$ cat src/rtl/svx32_mem_arbiter.sv
// -----------------------------------------------------------------------------
// svx32_mem_arbiter
//   Shares one external memory bus between the svx32_core instruction-fetch
//   port (read-only) and the mem-unit data port (read/write). Only one bus
//   transaction is outstanding at a time. The data port wins contention, but
//   after MAX_D_STREAK consecutive data grants with fetch waiting, fetch is
//   granted. An optional timeout turns a hung bus access into an error
//   completion towards the owning port.
//
// Parameters
//   MAX_D_STREAK  max consecutive data grants while fetch waits (>= 1)
//   TIMEOUT_CYC   BUSY cycles without bus ack before error completion (0 = off)
//
// Ports
//   pil_clk, pil_rst_n              clock / async active-low reset
//   pil_i_req, piv_i_addr           fetch request (held until pol_i_ack)
//   pol_i_ack, pov_i_rdata, pol_i_err   fetch completion pulse, data, timeout
//   pil_d_req, pil_d_wen, piv_d_addr, piv_d_wdata, piv_d_byte_sel
//                                   data request (held until pol_d_ack)
//   pol_d_ack, pov_d_rdata, pol_d_err   data completion pulse, data, timeout
//   pol_bus_req, pol_bus_wen, pov_bus_addr, pov_bus_wdata, pov_bus_byte_sel
//                                   bus request and fields (held while req=1)
//   pil_bus_ack, piv_bus_rdata      bus completion pulse and read data
//   pol_busy                        high while a transaction is in flight
// -----------------------------------------------------------------------------
module svx32_mem_arbiter #(
  parameter int MAX_D_STREAK = 4,
  parameter int TIMEOUT_CYC  = 64
) (
  input  logic        pil_clk,
  input  logic        pil_rst_n,
  // fetch port
  input  logic        pil_i_req,
  input  logic [31:0] piv_i_addr,
  output logic        pol_i_ack,
  output logic [31:0] pov_i_rdata,
  output logic        pol_i_err,
  // data port
  input  logic        pil_d_req,
  input  logic        pil_d_wen,
  input  logic [31:0] piv_d_addr,
  input  logic [31:0] piv_d_wdata,
  input  logic [3:0]  piv_d_byte_sel,
  output logic        pol_d_ack,
  output logic [31:0] pov_d_rdata,
  output logic        pol_d_err,
  // external bus
  output logic        pol_bus_req,
  output logic        pol_bus_wen,
  output logic [31:0] pov_bus_addr,
  output logic [31:0] pov_bus_wdata,
  output logic [3:0]  pov_bus_byte_sel,
  input  logic        pil_bus_ack,
  input  logic [31:0] piv_bus_rdata,
  output logic        pol_busy
);

  localparam int SW = $clog2(MAX_D_STREAK + 1);
  localparam int TW = (TIMEOUT_CYC > 1) ? $clog2(TIMEOUT_CYC) : 1;
  localparam logic [SW-1:0] STREAK_MAX  = SW'(MAX_D_STREAK);
  localparam logic [TW-1:0] TCOUNT_LAST = (TIMEOUT_CYC > 0) ? TW'(TIMEOUT_CYC - 1) : '0;

  typedef enum logic [1:0] {
    IDLE   = 2'd0,
    BUSY_I = 2'd1,
    BUSY_D = 2'd2
  } state_t;

  state_t        state;
  logic [SW-1:0] streak;
  logic [TW-1:0] tcount;

  logic grant_d;
  logic grant_i;
  logic acks_idle;
  logic timeout_hit;
  logic done;

  always_comb begin
    // NOTE: every signal written here gets a default first, so no path through
    // the block can leave it unassigned and infer a latch.
    grant_d     = 1'b0;
    grant_i     = 1'b0;
    timeout_hit = 1'b0;
    // While a completion pulse is out, the owner still holds its request.
    // Holding off arbitration for that one cycle masks the stale request and
    // lets both held requests compete cleanly on the next cycle.
    acks_idle   = !pol_i_ack && !pol_d_ack;
    if (state == IDLE && acks_idle) begin
      if (pil_d_req && (!pil_i_req || streak != STREAK_MAX)) grant_d = 1'b1;
      else if (pil_i_req)                                   grant_i = 1'b1;
    end
    if (TIMEOUT_CYC != 0 && tcount == TCOUNT_LAST) timeout_hit = 1'b1;
    // A bus ack in the same cycle as the timeout wins (normal completion).
    done = (state != IDLE) && (pil_bus_ack || timeout_hit);
  end

  // NOTE: sequential state uses non-blocking assignments only, so every
  // register samples pre-edge values regardless of statement order.
  always_ff @(posedge pil_clk or negedge pil_rst_n) begin
    if (!pil_rst_n) begin
      // An in-flight transaction is simply dropped: no port sees an ack.
      state            <= IDLE;
      streak           <= '0;
      tcount           <= '0;
      pol_busy         <= 1'b0;
      pol_bus_req      <= 1'b0;
      pol_bus_wen      <= 1'b0;
      pov_bus_addr     <= '0;
      pov_bus_wdata    <= '0;
      pov_bus_byte_sel <= '0;
      pol_i_ack        <= 1'b0;
      pov_i_rdata      <= '0;
      pol_i_err        <= 1'b0;
      pol_d_ack        <= 1'b0;
      pov_d_rdata      <= '0;
      pol_d_err        <= 1'b0;
    end else begin
      // Completion outputs are single-cycle pulses by default.
      pol_i_ack   <= 1'b0;
      pov_i_rdata <= '0;
      pol_i_err   <= 1'b0;
      pol_d_ack   <= 1'b0;
      pov_d_rdata <= '0;
      pol_d_err   <= 1'b0;

      case (state)
        IDLE: begin
          // Late bus acks (after a timeout) land here and are ignored.
          tcount <= '0;
          if (grant_d) begin
            state            <= BUSY_D;
            pol_busy         <= 1'b1;
            pol_bus_req      <= 1'b1;
            pol_bus_wen      <= pil_d_wen;
            pov_bus_addr     <= piv_d_addr;
            pov_bus_wdata    <= piv_d_wdata;
            pov_bus_byte_sel <= piv_d_byte_sel;
            // grant_d with fetch waiting implies streak < STREAK_MAX, so the
            // increment saturates by construction.
            streak           <= pil_i_req ? streak + 1'b1 : '0;
          end else if (grant_i) begin
            state            <= BUSY_I;
            pol_busy         <= 1'b1;
            pol_bus_req      <= 1'b1;
            pol_bus_wen      <= 1'b0;
            pov_bus_addr     <= piv_i_addr;
            pov_bus_wdata    <= '0;
            pov_bus_byte_sel <= 4'hF;
            streak           <= '0;
          end else if (!pil_i_req) begin
            streak <= '0;
          end
        end

        BUSY_I, BUSY_D: begin
          if (done) begin
            state            <= IDLE;
            pol_busy         <= 1'b0;
            pol_bus_req      <= 1'b0;
            pol_bus_wen      <= 1'b0;
            pov_bus_addr     <= '0;
            pov_bus_wdata    <= '0;
            pov_bus_byte_sel <= '0;
            tcount           <= '0;
            if (state == BUSY_D) begin
              pol_d_ack   <= 1'b1;
              pol_d_err   <= !pil_bus_ack;
              // Writes and timeouts return zero data.
              pov_d_rdata <= (pil_bus_ack && !pol_bus_wen) ? piv_bus_rdata : '0;
            end else begin
              pol_i_ack   <= 1'b1;
              pol_i_err   <= !pil_bus_ack;
              pov_i_rdata <= pil_bus_ack ? piv_bus_rdata : '0;
            end
          end else if (TIMEOUT_CYC != 0) begin
            tcount <= tcount + 1'b1;
          end
        end

        default: begin
          state    <= IDLE;
          pol_busy <= 1'b0;
        end
      endcase
    end
  end

endmodule

$ cat config.mk
export PLATFORM = sky130hd
export DESIGN_NAME = svx32_mem_arbiter
export DESIGN_NICKNAME = d
export VERILOG_FILES = /design/src/rtl/svx32_mem_arbiter.sv
export SDC_FILE = /design/constraint.sdc
export NUM_CORES = 1
export LEC_CHECK = 0
export ABC_CLOCK_PERIOD_IN_PS = 2400
export BUFFER_PORTS_ARGS = -buffer_cell sky130_fd_sc_hd__buf_2
export CAP_MARGIN = 20
export CORE_AREA = 8 8 172 174
export DETAILED_ROUTE_END_ITERATION = 6
export DIE_AREA = 0 0 180 182
export PLACE_DENSITY = 0.52
export SETUP_SLACK_MARGIN = 0.1
export SYNTH_ARGS = -nofsm -noshare
export SYNTH_HDL_FRONTEND = slang
export SYNTH_SLANG_ARGS = --single-unit
$ cat constraint.sdc
create_clock -name pil_clk -period 2.4 [get_ports pil_clk]
set_input_delay 0.72 -clock pil_clk [delete_from_list [all_inputs] [get_ports pil_clk]]
set_output_delay 0.72 -clock pil_clk [all_outputs]
set_load 0.005 [all_outputs]
==> run metrics <==
multiplexer area fraction after synthesis between 15 and 20%; worst-margin pin slew ~0.58 ns; residual DRC count 0; 1st-pass router iterations 4; Ant. Diodes 0; worst-case clock buffer depth 2; Worst Path Buf+Inv 1; M1 wire length around 8800 µm; Starting Density between 20% and 30%; vias post-DR between 4000 and 5000; dpl ws -0.0295 ns; P_int around 7.3 mW; Via-to-Cell Ratio ~4; Gate Count Post-Synth about 560; required time worst endpoint 2.70 ns; Post-Synth Simple-Gate Area 18.2%; final setup margin roughly 0.28 ns; Post-DP HPWL 14200 µm; leading area contributor after synthesis dfrtp_1; GPL Wtd Cong 0.719; initial antenna violation count 1; Cell Chain, Critical Path inv_1 -> ha_2 -> nand4bb_1 -> nor2_8 -> mux2i_1 -> mux2_1; top-area cell type share of the netlist area between 50% and 60%; Netlist cell types 46; Comb power frac between 40% and 50%; Flop pwr share about a third; Clk Latency, worst-skew pair roughly 0.42 ns; setup violation total in the final timing report 0; minimum clock period approximately 2.1 ns; sw power between 3 and 4 mW; Clock Pin Slew Worst Setup and Hold Paths 0.07 ns; status complete, no violations; Leakage Power about 4.8 nW; Largest delay share family, worst path simple AND/OR/NAND/NOR gates; unrepaired setup endpoints after global routing false; synth cell count leaders 150 x dfrtp_1, 68 x nand2b_1, 66 x mux2i_1, 64 x and2_1, 42 x nand2_1; cts bufs inserted 17; Clock Skew roughly 0.015 ns; post-synthesis compound-gate area fraction 2.32%; Iteration-0 DRC Markers between 150 and 200; Final period util between 80% and 90%; endpoint type of the worst setup path register; Syn. warnings 0; Seq cells post-synth 150; Post-Synth XOR/XNOR Area less than 1%; CTS tree done; Synth area leaders dfrtp_1 57%, mux2i_1 10%, nand2b_1 6.5%; slowest stage cell, crit path nor2_8; synthesized area between 6000 and 7000 µm²; I/O pin cnt 277; number of post-CTS setup repair buffers 0; crit-path max cell delay 0.52 ns; register area share after synthesis approximately 57%; Nets between 900 and 1000; final slew viol count 0; Worst VDD drop ~550 µV; Tightest Hold Check Type in -> async; die extent in y approximately 180 µm; total grt overflow 0; Fin. Hold Viols 0; type of origin of the critical path register; Routed Antenna Nets 0; share of layout cells above drive strength 1 roughly 43%; Die W approximately 180 µm; clk sinks 150; post-synthesis adder-cell area fraction under 10%; Critical Path AT 2.41 ns; number of global-route vias before repair ~5300; hold_buf cts 0; Post-Route WL 19800 µm; IO Port Bufs ~280; Post-synth EDFFs 0; max_cap viols 0; WL met2 8740 µm; largest family of logic cells by synthesized area simple AND/OR/NAND/NOR gates; met3 wire len between 2000 and 2500 µm; Area Growth Syn to Fin 37.5%; Rows 60; Clock Tree Root clkbuf_16; pin count of the biggest net entering global routing 50; Sw Ratio a little over a third; Crit Path Max Fanout 18; H-tree depth 4; Worst slew margin slightly above 60%; Mapped Nets just over 700; critical path class reg -> reg; Fmax achieved around 470 MHz; post-layout util approximately 34%; Avg Cell Area, Syn around 12 µm²; core footprint around 27000 µm²; most frequent cell after synthesis dfrtp_1; die footprint about 33000 µm²; ys async rst share 100%; first-pass GRT wire length 30900 µm; Top Layer Used met4; WL per Instance around 17 µm; Post-CTS Resized 0; GRT Total Usage 11.9%; Synth Flop Type dfrtp_1; Clk pwr share around a quarter; Pwr Density around 1200 nW/µm²
-- power by group through the flow --
stage	logic (mW)	registers, mW	clock network, mW
floorplan	3.08	3.73	0
global placement	4.81	3.68	0
detailed placement	4.85	3.68	0
CTS	4.86	3.65	2.89
global route	5.29	3.75	2.99
finish	4.78	3.64	2.77
-- flip-flops by register name (all words and copies together), names as in the netlist --
register          cells
pov_bus_addr         32
pov_bus_wdata        32
pov_d_rdata          32
pov_i_rdata          32
tcount                6
pov_bus_byte_sel      4
streak                3
state                 2
pol_bus_req           1
pol_bus_wen           1
pol_busy              1
pol_d_ack             1
pol_d_err             1
pol_i_ack             1
pol_i_err             1
-- final timing paths --
check                                             from                           to  slack [ns]  cells after the start
max in group asynchronous                    pil_rst_n    pov_d_rdata[26]$_DFF_PN0_        1.53                      2
setup reg to reg                  state[0]$_DFFE_PN0P_  pov_bus_addr[8]$_DFFE_PN0P_        0.28                      6
setup / recovery                  state[0]$_DFFE_PN0P_  pov_bus_addr[8]$_DFFE_PN0P_        0.28                      6
min in group pil_clk       pov_bus_addr[8]$_DFFE_PN0P_  pov_bus_addr[8]$_DFFE_PN0P_        0.49                      1
hold / removal                               pil_rst_n     pov_d_rdata[8]$_DFF_PN0_        0.24                      1
hold reg to reg            pov_bus_addr[8]$_DFFE_PN0P_  pov_bus_addr[8]$_DFFE_PN0P_        0.49                      1
-- final cells by class --
cell class	instances	area, µm²
repair buffers	291	1580
inverters	41	154
well taps	341	427
multi-input cells	339	2540
fillers	2733	17600
flip-flops and latches	150	3750
clock buffers	18	439
clock inverters	14	164
-- cell usage in the layout (no fill, tap or decap), types with 2 or more instances in the layout --
cell type     n
buf_2       275
dfrtp_1     150
nand2b_1     68
mux2i_1      66
and2_1       64
nand2_1      42
inv_1        41
mux2_2       29
clkbuf_16    17
nor2_1       11
buf_4         9
mux2_1        7
nor3_1        6
buf_12        6
ha_1          5
o21ai_0       4
inv_6         4
clkinv_4      4
a31o_2        3
clkinvlp_4    3
nand3_1       2
a32o_1        2
bufinv_16     2
-- per-layer routing --
layer / vias to the layer above / GRT usage [%]
li1: 2370 / -
met2: 192 / 17.9
met5: - / 0
met4: 0 / 2.90
met3: 11 / 6.63
met1: 2327 / 14.6
-- through the flow --
stage          area [µm²]  cells  power, mW  hold WS [ns]  TNS [ns]
2_1_floorplan        6580    561       6.82         0.424         0
3_3_place_gp         8420   1160       8.49         0.471         0
3_5_place_dp         8420   1160       8.54         0.477   -0.0948
4_1_cts              9020   1192       11.4         0.242         0
5_1_grt              9050   1194       12.0         0.250         0
6_report             9050   1194       11.2         0.241         0
-- logic make-up (layout without fill, tap and decap cells) --
logic type,Yosys count,in the layout
xor gates and xnor gates,2,2
and+or+nand+nor,208,209
AOI/OAI and AO/OA,20,20
DFF,150,150
buffers and inverters,73,364
adders and majority gates,6,6
muxes,102,102
No activity file was read; power rests on OpenSTA's default activity.
